<file path="config.mk">
export PLATFORM = sky130hd
export DESIGN_NAME = mem_port_arbiter
export DESIGN_NICKNAME = d
export VERILOG_FILES = /design/src/rtl/vecaris_arb_pkg.sv /design/src/rtl/rr_pick.sv /design/src/rtl/mem_port_arbiter.sv
export SDC_FILE = /design/constraint.sdc
export NUM_CORES = 1
export LEC_CHECK = 0
export ABC_CLOCK_PERIOD_IN_PS = 2200
export CAP_MARGIN = 20
export CORE_AREA = 5 5 42 44
export CTS_CLUSTER_SIZE = 30
export DETAILED_ROUTE_END_ITERATION = 7
export DIE_AREA = 0 0 47 49
export DONT_BUFFER_PORTS = 1
export MAX_ROUTING_LAYER = met4
export PLACE_DENSITY = 0.66
export SETUP_SLACK_MARGIN = 0.4
export SLEW_MARGIN = 20
export SYNTH_ARGS = -nofsm -noshare
export SYNTH_HDL_FRONTEND = slang
export SYNTH_SLANG_ARGS = --single-unit
</file>
<file path="constraint.sdc">
create_clock -name clk -period 2.2 [get_ports clk]
set_input_delay 0.22 -clock clk [delete_from_list [all_inputs] [get_ports clk]]
set_output_delay 0.22 -clock clk [all_outputs]
set_load 0.01 [all_outputs]
</file>
<file path="src/rtl/vecaris_arb_pkg.sv">
// vecaris_arb_pkg
//   Shared definitions for the VECARIS memory-port arbiter:
//   - arb_state_e : FSM encoding (IDLE, GRANT, BUSY)
//   - SEL_REQ0..2 : select codes driven to the 3-to-1 address/data mux
//   - NUM_REQ     : number of requesters (fixed by the mux width)
//   - rr_next     : modulo-3 increment of a requester index
package vecaris_arb_pkg;

  localparam int NUM_REQ = 3;

  typedef enum logic [1:0] {
    ST_IDLE  = 2'd0,
    ST_GRANT = 2'd1,
    ST_BUSY  = 2'd2
  } arb_state_e;

  localparam logic [1:0] SEL_REQ0 = 2'b00;
  localparam logic [1:0] SEL_REQ1 = 2'b01;
  localparam logic [1:0] SEL_REQ2 = 2'b10;

  // Next requester index in round-robin order; 2 wraps to 0.
  function automatic logic [1:0] rr_next(input logic [1:0] idx);
    return (idx == SEL_REQ2) ? SEL_REQ0 : idx + 2'd1;
  endfunction

endpackage

</file>
<file path="src/rtl/rr_pick.sv">
// rr_pick
//   Combinational rotate-priority search over three requesters.
//   Candidates are tried in the order last+1, last+2, last+3 (mod 3), so the
//   requester served most recently has the lowest priority.
// Ports:
//   req   in  [2:0] request vector, bit i = requester i
//   last  in  [1:0] index of the most recently served requester (0..2)
//   idx   out [1:0] chosen requester (SEL_REQ0 when nothing is requested)
//   valid out       at least one request is present
module rr_pick
  import vecaris_arb_pkg::*;
(
  input  logic [2:0] req,
  input  logic [1:0] last,
  output logic [1:0] idx,
  output logic       valid
);

  logic [1:0] cand;

  always_comb begin
    idx   = SEL_REQ0;
    valid = 1'b0;
    cand  = rr_next(last);
    for (int k = 0; k < 3; k++) begin
      if (!valid && req[cand]) begin
        idx   = cand;
        valid = 1'b1;
      end
      cand = rr_next(cand);
    end
  end

endmodule

</file>
<file path="src/rtl/mem_port_arbiter.sv">
// mem_port_arbiter
//   Round-robin arbiter and transfer sequencer for the shared 16-bit memory
//   port. One requester owns the port per transfer; the block drives the
//   select of the existing 3-to-1 address/data mux, strobes memory and
//   reports completion to the owner.
//
//   Handshake: a requester raises req[i] and holds it until it sees done[i]
//   (a one-cycle pulse). The block samples req only in IDLE; a grant, once
//   made, is carried to completion regardless of later req changes. Memory
//   sees mem_en high for the whole BUSY phase and answers with a one-cycle
//   mem_ack, which is ignored outside BUSY.
//
//   Optional feature (macro ARB_TIMEOUT_EN): a BUSY watchdog that aborts the
//   transfer after TIMEOUT cycles without mem_ack and pulses err. Without the
//   macro BUSY waits indefinitely and err is tied low.
//
// Ports:
//   clk      in        rising-edge clock
//   rst_n    in        asynchronous active-low reset
//   req      in  [2:0] request per requester
//   mem_ack  in        memory completed the current access (pulse)
//   sel      out [1:0] mux select, 00/01/10 = requester 0/1/2
//   grant    out [2:0] one-hot current owner, zero when idle
//   mem_en   out       access strobe, high throughout BUSY
//   done     out [2:0] one-cycle completion pulse to the owner
//   busy     out       high in GRANT or BUSY
//   err      out       one-cycle timeout pulse
module mem_port_arbiter
  import vecaris_arb_pkg::*;
#(
  parameter int NUM_REQ = 3,
  parameter int TIMEOUT = 15
) (
  input  logic               clk,
  input  logic               rst_n,
  input  logic [NUM_REQ-1:0] req,
  input  logic               mem_ack,
  output logic [1:0]         sel,
  output logic [NUM_REQ-1:0] grant,
  output logic               mem_en,
  output logic [NUM_REQ-1:0] done,
  output logic               busy,
  output logic               err
);

  arb_state_e         state_q, state_d;
  logic [1:0]         sel_q, sel_d;
  logic [NUM_REQ-1:0] grant_q, grant_d;
  logic               mem_en_q, mem_en_d;
  logic [NUM_REQ-1:0] done_q, done_d;
  logic               busy_q, busy_d;
  logic [1:0]         last_q, last_d;

  logic [1:0]         pick_idx;
  logic               pick_valid;

  rr_pick u_rr_pick (
    .req   (req),
    .last  (last_q),
    .idx   (pick_idx),
    .valid (pick_valid)
  );

`ifdef ARB_TIMEOUT_EN
  // The counter holds (BUSY cycles elapsed - 1), so the abort fires at the
  // end of BUSY cycle number TIMEOUT.
  localparam logic [3:0] TIMEOUT_LAST = 4'(TIMEOUT - 1);

  logic [3:0] cnt_q, cnt_d;
  logic       err_q, err_d;
`else
  logic [31:0] unused_timeout;
  assign unused_timeout = TIMEOUT;
`endif

  always_comb begin
    state_d  = state_q;
    sel_d    = sel_q;
    grant_d  = grant_q;
    mem_en_d = 1'b0;
    done_d   = '0;
    busy_d   = busy_q;
    last_d   = last_q;
`ifdef ARB_TIMEOUT_EN
    cnt_d    = cnt_q;
    err_d    = 1'b0;
`endif

    case (state_q)
      ST_IDLE: begin
        // sel keeps its previous value while nothing is granted.
        if (pick_valid) begin
          sel_d           = pick_idx;
          grant_d         = '0;
          grant_d[pick_idx] = 1'b1;
          busy_d          = 1'b1;
          state_d         = ST_GRANT;
        end
      end

      ST_GRANT: begin
        // Settle cycle: mux outputs stabilise before memory is strobed.
        mem_en_d = 1'b1;
        state_d  = ST_BUSY;
`ifdef ARB_TIMEOUT_EN
        cnt_d    = 4'd0;
`endif
      end

      ST_BUSY: begin
        mem_en_d = 1'b1;
        if (mem_ack) begin
          done_d   = grant_q;
          last_d   = sel_q;
          grant_d  = '0;
          mem_en_d = 1'b0;
          busy_d   = 1'b0;
          state_d  = ST_IDLE;
        end
`ifdef ARB_TIMEOUT_EN
        // An ack in the limit cycle takes the branch above and wins.
        else if (cnt_q == TIMEOUT_LAST) begin
          err_d    = 1'b1;
          last_d   = sel_q;
          grant_d  = '0;
          mem_en_d = 1'b0;
          busy_d   = 1'b0;
          state_d  = ST_IDLE;
        end else begin
          cnt_d = cnt_q + 4'd1;
        end
`endif
      end

      default: begin
        state_d = ST_IDLE;
        grant_d = '0;
        busy_d  = 1'b0;
      end
    endcase
  end

  always_ff @(posedge clk or negedge rst_n) begin
    if (!rst_n) begin
      state_q  <= ST_IDLE;
      sel_q    <= SEL_REQ0;
      grant_q  <= '0;
      mem_en_q <= 1'b0;
      done_q   <= '0;
      busy_q   <= 1'b0;
      last_q   <= SEL_REQ2;  // requester 0 gets first priority
    end else begin
      state_q  <= state_d;
      sel_q    <= sel_d;
      grant_q  <= grant_d;
      mem_en_q <= mem_en_d;
      done_q   <= done_d;
      busy_q   <= busy_d;
      last_q   <= last_d;
    end
  end

`ifdef ARB_TIMEOUT_EN
  always_ff @(posedge clk or negedge rst_n) begin
    if (!rst_n) begin
      cnt_q <= 4'd0;
      err_q <= 1'b0;
    end else begin
      cnt_q <= cnt_d;
      err_q <= err_d;
    end
  end

  assign err = err_q;
`else
  assign err = 1'b0;
`endif

  assign sel    = sel_q;
  assign grant  = grant_q;
  assign mem_en = mem_en_q;
  assign done   = done_q;
  assign busy   = busy_q;

endmodule

</file>
## Word-level counts from Yosys, hierarchy flattened

Index checks and enable logic that the tools add are counted.

| word-level totals | value |
|---|---|
| logic and storage cells | 63 |
| output and inout bits | 11 |
| register bits | 14 |

| cells by class | value |
|---|---|
| add/sub/neg operators | 3 |
| reductions and logical operators | 10 |
| mux-type cells | 30 |
| equal/unequal tests | 7 |
| order comparisons | 5 |
| bitwise gates (word level) | 1 |

Operators with widths:

| cell | number |
|---|---|
| two-way mux 2 bit | 8 |
| less-than comparator 2 x 3 -> 1 bit, second input constant | 4 |
| two-way mux 3 bit | 4 |
| two-way mux 1 bit | 10 |
| one-hot mux 3 bit (3 select lines) | 1 |
| == test 2 bit, second input constant | 4 |
| adder 2 x 1 -> 2 bit, second input constant | 3 |
| binary-select mux 1 bit (select 2 bit) | 3 |
| one-hot mux 2 bit (3 select lines) | 1 |
| AND reduction 2 bit | 3 |
| != test 2 bit, second input constant | 2 |
| logical AND 1 bit | 3 |
| one-hot mux 1 bit (3 select lines) | 1 |
| AND reduction 3 bit | 1 |
| demux 1 bit (select 2 bit) | 1 |
| == test 2 x 1 -> 1 bit, second input constant | 1 |
| >= comparator 2 x 1 -> 1 bit, second input constant | 1 |
| zero test 1 bit | 2 |
| zero test 2 bit | 1 |
| one-hot mux 1 bit (2 select lines) | 1 |
| inverter 1 bit | 1 |

## Logic depth before layout (Yosys ltp)

Gate-level depths: netlist of the first run.

| depth | value |
|---|---|
| depth in word-level cells | 17 |
| mapped depth | 6 |
| gate-level depth less buffers | 6 |

## By module

From an unflattened synthesis of the first run, not the netlist that was laid out.

| second synthesis, totals | value |
|---|---|
| cell total of the unflattened synthesis | 60 |
| area total of the unflattened synthesis | 664.4 um^2 |

By module, submodules not included:

| module | area each (um^2) | cells each | times used |
|---|---|---|---|
| mem_port_arbiter | 614.3 | 52 | 1 |
| rr_pick | 50.0 | 8 | 1 |

## Worst setup path before layout of the first run

Ideal clock, no wire load.

| timing path | value |
|---|---|
| path type | register -> register |
| from | reg state_q[0] |
| to | reg busy_q, in the netlist busy |
| setup time | 73 ps |
| stages on the path, launching flop included | 7 |
| arrival | 1204 ps |
| path buffers | 0 |
| required time | 2127 ps |
| period minus slack after synthesis | 1277 ps |
| path slack | 923 ps |
| path through | dfrtp_1 > inv_1 > ha_1 > nor2b_4 > or2_4 > nor2_1 > a2bb2oi_2 |

| between the ends | value |
|---|---|
| word-level cells in the longest chain between the ends | 3 |
| elaborated cells on any way between the ends | 8 |
| classes of those cells | eq/ne: 4; mux: 1; bitwise: 1; reduce/logical: 2 |

RTL lines:

| element | line | source |
|---|---|---|
| start: declaration | mem_port_arbiter.sv:46 | `arb_state_e state_q, state_d;` |
| start signal: assignment | mem_port_arbiter.sv:153 | `state_q <= state_d;` |
| == test 2 bit (tied with other cells) | mem_port_arbiter.sv:89 | `case (state_q)` |
| != test 2 bit (no source line) / inverter 1 bit (equally long branches) | - |  |
| AND reduction 3 bit (no source line) | - |  |
| end signal: assignment | mem_port_arbiter.sv:158 | `busy_q <= busy_d;` |
| end: declaration | mem_port_arbiter.sv:51 | `logic busy_q, busy_d;` |

Parallel ways exist; a longest one is shown, timed or not.
A chain may end at the register's enable or synchronous reset.

## Worst setup path in the final report of the first run

| timing path | value |
|---|---|
| from | reg state_q[0] |
| to | reg grant_q[1], in the netlist grant[1] |

| between the ends | value |
|---|---|
| word-level cells in the longest chain between the ends | 3 |
| elaborated cells on any way between the ends | 8 |
| classes of those cells | eq/ne: 4; mux: 1; bitwise: 1; reduce/logical: 2 |

RTL lines:

| element | line | source |
|---|---|---|
| == test 2 bit (tied with other cells) | mem_port_arbiter.sv:89 |  |
| != test 2 bit (no source line) / inverter 1 bit (equally long branches) | - |  |
| AND reduction 3 bit (no source line) | - |  |
| end signal: assignment | mem_port_arbiter.sv:155 | `grant_q <= grant_d;` |
| end: declaration | mem_port_arbiter.sv:48 | `logic [NUM_REQ-1:0] grant_q, grant_d;` |

Parallel ways exist; a longest one is shown, timed or not.

==> results of run 1 <==
==> flip-flops by register name, indices dropped and copies added (netlist names) <==
| register | count |
|---|---|
| done | 3 |
| last_q | 2 |
| grant | 3 |
| state_q | 2 |
| busy | 1 |
| mem_en | 1 |
| sel | 2 |
==> worst max-delay path, stage by stage, from the launching register on <==
cell and delay (ns):
dfrtp_1 0.35, inv_1 0.07, ha_1 0.22, nor2b_4 0.14
nor2_1 0.25, a32oi_1 0.15, o21ai_1 0.14
==> metrics by stage <==
| stage | util | std cells |
|---|---|---|
| after detailed placement | 0.4920 | 79 |
| after CTS | 0.5179 | 84 |
| after global placement | 0.4920 | 79 |
| after floorplan | - | 65 |
| after global routing | 0.5179 | 84 |
| final | 0.5179 | 84 |
==> power by group <==
part           internal (uW)  switching, uW
clock network           70.1           78.0
logic                    177            205
registers                358            102
total                    605            384
==> layout by cell type, fill, tap and decap left out, types with 2 or more instances in the layout <==
| cell | n |
|---|---|
| nand3_1 | 3 |
| o21ai_0 | 2 |
| inv_1 | 5 |
| o22ai_1 | 2 |
| nor2b_4 | 2 |
| dfrtp_1 | 13 |
| ha_1 | 3 |
| o21ai_1 | 4 |
| a21oi_1 | 5 |
| mux2_1 | 2 |
| nor2_1 | 5 |
| clkbuf_4 | 3 |
| and2_1 | 2 |
| nand2_1 | 5 |
==> worst paths after layout <==
check                                             from                    end  slack, ns  depth (start not counted)
worst min-delay path                            req[1]     sel[0]$_DFFE_PN0P_       0.08                          2
worst min register to register   last_q[0]$_DFFE_PN0P_  last_q[0]$_DFFE_PN0P_       0.54                          1
max in group asynchronous                        rst_n  last_q[0]$_DFFE_PN0P_       1.43                          1
worst max-delay path            state_q[0]$_DFFE_PN0P_   grant[1]$_DFFE_PN0P_       0.79                          6
worst max register to register  state_q[0]$_DFFE_PN0P_   grant[1]$_DFFE_PN0P_       0.79                          6
min in group asynchronous                        rst_n      done[2]$_DFF_PN0_       0.38                          1
==> layer usage <==
metal / vias up / share of wire / track usage
li1: 226 / - / -
met1: 221 / 0.41 / 0.1330
met2: 10 / 0.49 / 0.1946
met3: 2 / 0.086 / 0.05904
met4: 0 / 0.012 / 0.04147
met5: - / 0 / -
==> layout make-up <==
class                   instances  area [um2]
well taps                      16       20.02
multi-input cells              44       299.0
flip-flops and latches         14       351.6
inverters                       5       18.77
clock buffers                   4       26.28
fillers                       125       675.6
repair buffers                  1       10.01
==> logic make-up (layout without fill, tap and decap cells) <==
family / count (synthesis) / in the layout
buffers and inverters: 7 / 10
other: 1 / 1
adder cells (fa/ha/maj): 3 / 3
flip-flops: 14 / 14
AND/OR/NAND/NOR: 21 / 21
AO/OA/AOI/OAI: 17 / 17
multiplexers: 2 / 2
==> timing repair <==
action,4_1_cts,5_1_grt
hold endpoints to repair,14,0
buffers inserted,0,0
gates resized for setup,0,0
hold buffers,1,0
==> impl_metrics.tcl, run 1 <==
set metrics [dict create \
    routed-via-count 459 \
    clock_sinks 14 \
    hpwl_um 916.9 \
    drtPass1Iterations 4 \
    status "finished clean" \
    synth_area_per_cell_um2 10.49 \
    clk_latency_ns 0.27 \
    ir_drop_v 0.0006353 \
    root_buffer "clkbuf_4" \
    tns_ns 0 \
    cts_tree "built" \
    setup_viol 0 \
    routedWlPerCell_um 14.10 \
    grt_first_pass_wirelength_um 2042 \
    clockBufferDepth 2 \
    antenna_found_initial 0 \
    dpl_cell_area_um2 689.4 \
    num_rows 14 \
    synth_top_family_by_area "simple AND/OR/NAND/NOR gates" \
    worst_setup_path_start_kind "flop" \
    hold_slack_ns 0.07802 \
    rsz0062_at_grt "no" \
    synth_xor_area_frac 0 \
    critPathCaptureType "flop" \
    syn_inst 65 \
    drv_slew 0 \
    port-buffer-count 0 \
    synth_edf_count 0 \
    finalWirelength_um 1184 \
    cts-buffers-inserted 3 \
    yosys.area.top_type "dfrtp_1" \
    die_w_um 47 \
    worstPathRequired_ns 2.40 \
    layout.nets 78 \
    synth_top_flop_cell "dfrtp_1" \
    mappedNetlistNets 74 \
    drc_errors 0 \
    grt_pass1_vias 457 \
    netlist_area_um2 681.9 \
    grt_max_degree 15 \
    yosys.area_share.simple 0.1817 \
    synth_mux_area_frac 0.03303 \
    worstMarginPinSlew_ns 0.5868 \
    antenna_cells 0 \
    core-area_um2 1401 \
    design_area_um2 725.7 \
    synth_top_cell_area_share 0.4771 \
    async_reset_ff_frac 1.000 \
    power_uw 989.6 \
    skew_ns 0.006378 \
    worstSetupPathType "flop to flop" \
    gr-total-overflow 0 \
    grt_use_total 0.1237 \
    fin_ws_ns 0.7891 \
    final.period_utilization 0.6413 \
    synth.most_common_cell "dfrtp_1" \
    synth_fa_ha_area_frac 0.05505 \
    fmax_ghz 0.7088 \
    viasPerCell 5.464 \
    clkTransAtPathRegs_ns 0.08 \
    dieHeight_um 49 \
    yosysSeqAreaShare 0.5156 \
    final.min_clock_period_ns 1.411 \
    cap_violations 0 \
    syn_to_final_growth_pct 6.422 \
    yosys-top-cells-count "13 x dfrtp_1, 5 x a21oi_1, 5 x inv_1, 5 x nand2_1, 5 x nor2_1" \
    drive_gt1_frac 0.1471 \
    start_util 0.4866 \
    h-tree-depth 1 \
    power_leakage_uw 0.0003332 \
    io_pins 17 \
    cp_max_fo 5 \
    synth.distinct_cells 25 \
    gp_congestion 0.8196 \
    power_density_nw_per_um2 1364 \
    dp_worst_setup_slack_ns 0.8211 \
    synth-compound-area-share 0.1633 \
    yosys_register_bits 14 \
    min_path_type "input pin to flop" \
    drtIter0Drc 9 \
    die-area_um2 2303 \
    synth-warning-count 0 \
    synthTopCellsByArea "dfrtp_1 48%, ha_1 5.5%, nor2b_4 4.0%" \
    hold_violations 0 \
    ant_nets 0 \
    cp_data_arrival_time_ns 1.61 \
    slew_headroom 0.6075 \
]
Power figures use the tool's default switching activity.
==> inputs of run 2 (changes only) <==
--- a/config.mk
+++ b/config.mk
@@ -5,15 +5,16 @@
 export SDC_FILE = /design/constraint.sdc
 export NUM_CORES = 1
 export LEC_CHECK = 0
-export ABC_CLOCK_PERIOD_IN_PS = 2200
+export ABC_AREA = 1
+export ABC_CLOCK_PERIOD_IN_PS = 1200
 export CAP_MARGIN = 20
-export CORE_AREA = 5 5 42 44
+export CORE_MARGIN = 5
+export CORE_UTILIZATION = 53
 export CTS_CLUSTER_SIZE = 30
 export DETAILED_ROUTE_END_ITERATION = 7
-export DIE_AREA = 0 0 47 49
 export DONT_BUFFER_PORTS = 1
 export MAX_ROUTING_LAYER = met4
-export PLACE_DENSITY = 0.66
+export PLACE_DENSITY = 0.71
 export SETUP_SLACK_MARGIN = 0.4
 export SLEW_MARGIN = 20
 export SYNTH_ARGS = -nofsm -noshare
==> constraint.sdc (replaced) <==
create_clock -name clk -period 1.2 [get_ports clk]
set_input_delay 0.12 -clock clk [delete_from_list [all_inputs] [get_ports clk]]
set_output_delay 0.12 -clock clk [all_outputs]
set_load 0.01 [all_outputs]
==> run 2 against run 1 <==
  * The run now ends with hold timing, setup timing left
  * Power rose to 3.3 times the previous value
  * Non-clock buffer count increased by 14
  * Sequential share of layout area is 19 points lower
  * Final cell count grew 58%
  * Die area up 0.98%
  * First-iteration DRC count grew to 3.3 times the previous value
  * Routed wire length rose by 110%
  * Sequential power increased by 89%
  * Area after synthesis increased by 14%
  * Synthesized cell count increased by 54%
  * Fmax decreased by 8.7%
  * Setup slack lost 1.1 ns
==> impl_metrics.tcl, run 2 <==
set metrics [dict create \
    tns_ns -2.206 \
    layout.cells.non_filler 133 \
    drive_gt1_frac 0.5508 \
    drv_slew 0 \
    hold_slack_ns -0.09533 \
    drtIter0Drc 30 \
    synth_edf_count 0 \
    routed-via-count 787 \
    hpwl_um 1185 \
    setup_viol 10 \
    layout_commonest_cell "nand2_1" \
    routedWlPerCell_um 18.34 \
    yosys_register_bits 14 \
    worstPathRequired_ns 1.40 \
    drtPass1Iterations 5 \
    fin_ws_ns -0.3461 \
    worst_setup_path_start_kind "flop" \
    cp_common_cell "nor2_4" \
    mappedNetlistNets 109 \
    grt_max_degree 15 \
    critPathCaptureType "flop" \
    synth.most_common_cell "nand2_1" \
    final_cell_mix "15 x nand2_1, 14 x inv_1, 12 x dfrtp_1, 11 x nor2_4, 9 x buf_4" \
    synth-warning-count 0 \
    worstSetupPathType "flop to flop" \
    cp_max_fo 4 \
    final.period_utilization 1.288 \
    dieHeight_um 48.23 \
    viasPerCell 5.917 \
    yosys.area.top_type "dfrtp_1" \
    synth.distinct_cells 19 \
    cts_tree "built" \
    layout.nets 128 \
    max_stage_delay_ns 0.60 \
    synthTopCellsByArea "dfrtp_1 42%, nand2_1 11%, inv_1 7.8%" \
    port-buffer-count 0 \
    start_util 0.5807 \
    io_pins 17 \
    cp_data_arrival_time_ns 1.74 \
    yosys-top-cells-count "22 x nand2_1, 16 x inv_1, 13 x dfrtp_1, 13 x nor2_1, 9 x nand3_1" \
    gp_congestion 0.8402 \
    syn_inst 100 \
    clkTransAtPathRegs_ns 0.10 \
    slew_headroom 0.5615 \
    skew_ns 0.01173 \
    power_uw 3288 \
    die_w_um 48.23 \
    grt_first_pass_wirelength_um 3008 \
    power_density_nw_per_um2 2769 \
    yosysSeqAreaShare 0.4540 \
    synth_top_cell_area_share 0.4200 \
    clk_latency_ns 0.29 \
    h-tree-depth 1 \
    power_leakage_uw 0.0005726 \
    rsz0062_at_grt "yes" \
    dp_cells 122 \
    final.min_clock_period_ns 1.546 \
    netlist_area_um2 774.5 \
    cts_hold_repair.buffers 1 \
    core-area_um2 1334 \
    grt_use_total 0.1943 \
    fmax_ghz 0.6468 \
    worstPathCellList "inv_2 > nand3_2 > nand2_2 > nor2_4 > nand3_4 > nor2_4 > nor2_4 > nand3_2 > nand2_1" \
    antenna_found_initial 0 \
    synth_top_flop_cell "dfrtp_1" \
    gr-total-overflow 0 \
    async_reset_ff_frac 1.000 \
    finalWirelength_um 2439 \
    ir_drop_v 0.002051 \
    status "complete, but fails checks" \
    violations "hold timing, setup timing" \
    worstMarginPinSlew_ns 0.6578 \
    root_buffer "clkbuf_4" \
    ant_nets 0 \
    min_path_type "input pin to asynchronous set/reset pin" \
    cap_violations 0 \
    slowest_stage "dfstp_2" \
    clock_sinks 14 \
    cts-buffers-inserted 3 \
    dp_worst_setup_slack_ns -0.2433 \
    hold_violations 14 \
    die-area_um2 2326 \
    drc_errors 0 \
    synth_area_per_cell_um2 7.745 \
    antenna_cells 0 \
    num_rows 13 \
    syn_to_final_growth_pct 53.31 \
    grt_pass1_vias 718 \
    clockBufferDepth 2 \
]
-- run 2: metal layers --
metal  wire length [um]  share of wire  vias to the layer above  track usage
li1                   -              -                      348            -
met1                926           0.38                      377       0.2197
met2               1236           0.51                       44       0.3281
met3                184          0.075                       18      0.04797
met4                 91          0.037                        0      0.06989
met5                  0              0                        -            -
-- run 2: report_power, final --
part	internal [uW]	leakage, uW	switching, uW
registers	654	0.000179	217
clock network	185	0.0000210	180
logic	835	0.000373	1220
-- run 2: kinds of logic (layout without fill, tap and decap cells) --
kind of cell | count (synthesis) | after routing | share of synthesized area
DFF | 14 | 14 | 0.4540
other | 1 | 1 | 0.004842
adders and majority gates | 3 | 3 | 0.04847
and+or+nand+nor | 54 | 54 | 0.3231
buffers and inverters | 18 | 36 | 0.09209
AOI/OAI and AO/OA | 10 | 10 | 0.07755
-- run 2: area by class of cell --
type	count	area [um2]
Fill cell	61	146.4
Clock buffer	4	36.28
Multi-Input combinational cell	68	576.8
Inverter	17	66.31
Tap cell	15	18.77
Sequential cell	14	352.8
Timing Repair Buffer	15	136.4
-- run 2: timing repair --
| action | CTS | global route |
|---|---|---|
| gates cloned | 0 | 0 |
| pin swaps | 13 | 18 |
| hold endpoints to repair | 14 | 14 |
| resized for setup | 20 | 31 |
| setup endpoints to repair | 24 | 37 |
| setup buffers | 5 | 1 |
-- run 2: metrics by stage --
stage	area [um2]	util
final	1187	0.8902
after global routing	1187	0.8902
after CTS	1057	0.7927
after detailed placement	883.3	0.6623
after global placement	883.3	0.6623
after floorplan	812.0	-
-- run 2: worst paths after layout --
kind                                  startpoint                   end  slack (ns)  cells after the start
setup / recovery           last_q[1]$_DFFE_PN1P_  grant[0]$_DFFE_PN0P_       -0.35                      9
hold reg to reg             grant[2]$_DFFE_PN0P_     done[2]$_DFF_PN0_        0.58                      2
setup reg to reg           last_q[1]$_DFFE_PN1P_  grant[0]$_DFFE_PN0P_       -0.35                      9
min in group clk                         mem_ack     done[0]$_DFF_PN0_       -0.01                      2
max in group asynchronous                  rst_n    sel[1]$_DFFE_PN0P_        0.82                      1
hold / removal                             rst_n    sel[0]$_DFFE_PN0P_        -0.1                      1
-- run 2: critical path: cells and delay by family (launching register included) --
kind                   cells  cell delay, ns
AND/OR/NAND/NOR            8            0.77
flip-flops                 1            0.60
buffers and inverters      1            0.08
==> inputs of run 3 (changes only) <==
--- a/config.mk
+++ b/config.mk
@@ -8,13 +8,16 @@
 export ABC_AREA = 1
 export ABC_CLOCK_PERIOD_IN_PS = 1200
 export CAP_MARGIN = 20
+export CELL_PAD_IN_SITES_DETAIL_PLACEMENT = 1
+export CELL_PAD_IN_SITES_GLOBAL_PLACEMENT = 1
 export CORE_MARGIN = 5
-export CORE_UTILIZATION = 53
+export CORE_UTILIZATION = 41
+export CTS_BUF_LIST = sky130_fd_sc_hd__clkbuf_8
 export CTS_CLUSTER_SIZE = 30
 export DETAILED_ROUTE_END_ITERATION = 7
 export DONT_BUFFER_PORTS = 1
 export MAX_ROUTING_LAYER = met4
-export PLACE_DENSITY = 0.71
+export PLACE_DENSITY_LB_ADDON = 0.1
 export SETUP_SLACK_MARGIN = 0.4
 export SLEW_MARGIN = 20
 export SYNTH_ARGS = -nofsm -noshare
==> run 3 against run 2 <==
  * Fmax down 3.8%
  * Sequential cell count unchanged
  * Design area up 1.7%
  * Routed wire length up 24%
  * Register-to-register slack worse by 0.06 ns
  * Final cell count up 9.0%
  * The flow still finishes with violations (hold timing, setup timing)
  * Global-route usage up 0.43 points
  * Clock skew down 0.0094 ns
  * Die area up 23%
  * Worst hold slack better by 0.064 ns
==> impl_metrics.tcl, run 3 (same netlist as run 2, synthesis figures left out) <==
set metrics [dict create \
    clockBufferDepth 2 \
    gp_congestion 0.9062 \
    syn_to_final_growth_pct 55.90 \
    worst_setup_path_start_kind "flop" \
    maxUsedRoutingLayer "met4" \
    clk_latency_ns 0.25 \
    clock_sinks 14 \
    drc_errors 0 \
    core-area_um2 1764 \
    h-tree-depth 1 \
    cp_top_family "simple AND/OR/NAND/NOR gates" \
    power_density_nw_per_um2 2808 \
    finalWirelength_um 3018 \
    final.min_clock_period_ns 1.607 \
    routed-via-count 763 \
    fin_ws_ns -0.4066 \
    dr_wl_met3_um 128 \
    cts_tree "built" \
    die-area_um2 2858 \
    antenna_cells 0 \
    setup_viol 8 \
    power_leakage_uw 0.0005744 \
    fill_cells 199 \
    cp_data_arrival_time_ns 1.74 \
    io_pins 17 \
    cts-buffers-inserted 3 \
    hold_violations 13 \
    gr-total-overflow 0 \
    status "complete, but fails checks" \
    antenna_found_initial 0 \
    max_stage_delay_ns 0.64 \
    worstPathCellList "inv_4 > nand3_4 > nand2_2 > nor2_2 > nand3_2 > nor2_4 > nor2_4 > nand3_2 > nand2_1" \
    root_buffer "clkbuf_8" \
    crit_buf_inv 1 \
    layout_commonest_cell "nand2_1" \
    drtIter0Drc 7 \
    die_w_um 53.46 \
    viasPerCell 5.262 \
    violations "hold timing, setup timing" \
    rsz0062_at_grt "yes" \
    final.period_utilization 1.339 \
    power_uw 3391 \
    dr_wl_met2_um 1540 \
    skew_ns 0.002360 \
    dp_worst_setup_slack_ns -0.2907 \
    drv_slew 0 \
    layout.area.seq_um2 354.1 \
    slowest_stage "dfstp_2" \
    worstPathRequired_ns 1.34 \
    drive_gt1_frac 0.5083 \
    drtPass1Iterations 4 \
    routedWlPerCell_um 20.81 \
    grt_use_total 0.1986 \
    ir_drop_v 0.001630 \
    clkTransAtPathRegs_ns 0.06 \
    start_util 0.4390 \
    dieHeight_um 53.46 \
    hold_slack_ns -0.03159 \
    layout.nets 130 \
    worstSetupPathType "flop to flop" \
    min_path_type "input pin to asynchronous set/reset pin" \
    ant_nets 0 \
    slew_headroom 0.5469 \
    wl_met1_um 1196 \
    multi_input_area_um2 545.5 \
    worstMarginPinSlew_ns 0.6796 \
    grt_pass1_vias 820 \
    cap_violations 0 \
    fmax_ghz 0.6224 \
    num_rows 15 \
    grt_first_pass_wirelength_um 3891 \
    cp_max_fo 6 \
    critPathCaptureType "flop" \
    port-buffer-count 0 \
    final_cell_mix "16 x nand2_1, 13 x inv_1, 11 x dfrtp_1, 10 x nor2_4, 10 x buf_4" \
    hpwl_um 1493 \
    grt_max_degree 15 \
    regToRegSetupSlack_ns -0.41 \
]
-- run 3: through the flow --
stage                     area, um2  setup TNS (ns)  hold slack (ns)  cells  utilization
after floorplan               812.0         -0.6969          -0.1756    100            -
after global placement        903.4          -1.642          -0.1752    133       0.5121
after detailed placement      903.4          -2.019          -0.1752    133       0.5121
after CTS                      1084          -1.720         0.009229    140       0.6142
after global routing           1207          -3.214         0.008179    145       0.6844
final                          1207          -2.587         -0.03159    145       0.6844
-- run 3: cell type report --
type | count | area share
inverters | 17 | 0.05492
clock buffers | 4 | 0.04560
well taps | 25 | 0.02591
multi-input cells | 68 | 0.4518
repair buffers | 17 | 0.1285
flip-flops and latches | 14 | 0.2933
-- run 3: what timing repair did --
item	4_1_cts	5_1_grt
pin swaps	3	10
endpoints found under the hold margin	14	0
endpoints found under the setup margin	18	34
hold buffers	1	0
buffers inserted	2	5
gates resized for setup	23	22
-- run 3: routing by layer --
layer,vias to the layer above,GRT usage
met4,0,0.08936
met5,-,-
met3,15,0.03099
met1,369,0.2129
met2,28,0.3551
li1,351,-
-- run 3: path summary, 6_finish.rpt --
path / start / to / depth (start not counted)
setup / recovery: last_q[1]$_DFFE_PN1P_ / grant[0]$_DFFE_PN0P_ / 9
hold / removal: rst_n / grant[1]$_DFFE_PN0P_ / 1
setup reg to reg: last_q[1]$_DFFE_PN1P_ / grant[0]$_DFFE_PN0P_ / 9
hold reg to reg: busy$_DFFE_PN0P_ / busy$_DFFE_PN0P_ / 2
max in group asynchronous: rst_n / sel[1]$_DFFE_PN0P_ / 1
min in group clk: mem_ack / last_q[1]$_DFFE_PN1P_ / 2
-- run 3: power breakdown --
group | internal, uW | switching (uW) | leakage [uW]
combinational | 823 | 1200 | 0.000368
sequential | 659 | 233 | 0.000178
clock | 291 | 181 | 0.0000288
total | 1770 | 1620 | 0.000574
-- run 3: worst register-to-register path: stages (launching register included) --
cell     delay, ns
dfstp_2       0.64
inv_4         0.07
nand3_4       0.07
nand2_2       0.07
nor2_2        0.13
nand3_2       0.14
nor2_4        0.17
nor2_4        0.06
nand3_2       0.06
nand2_1       0.07
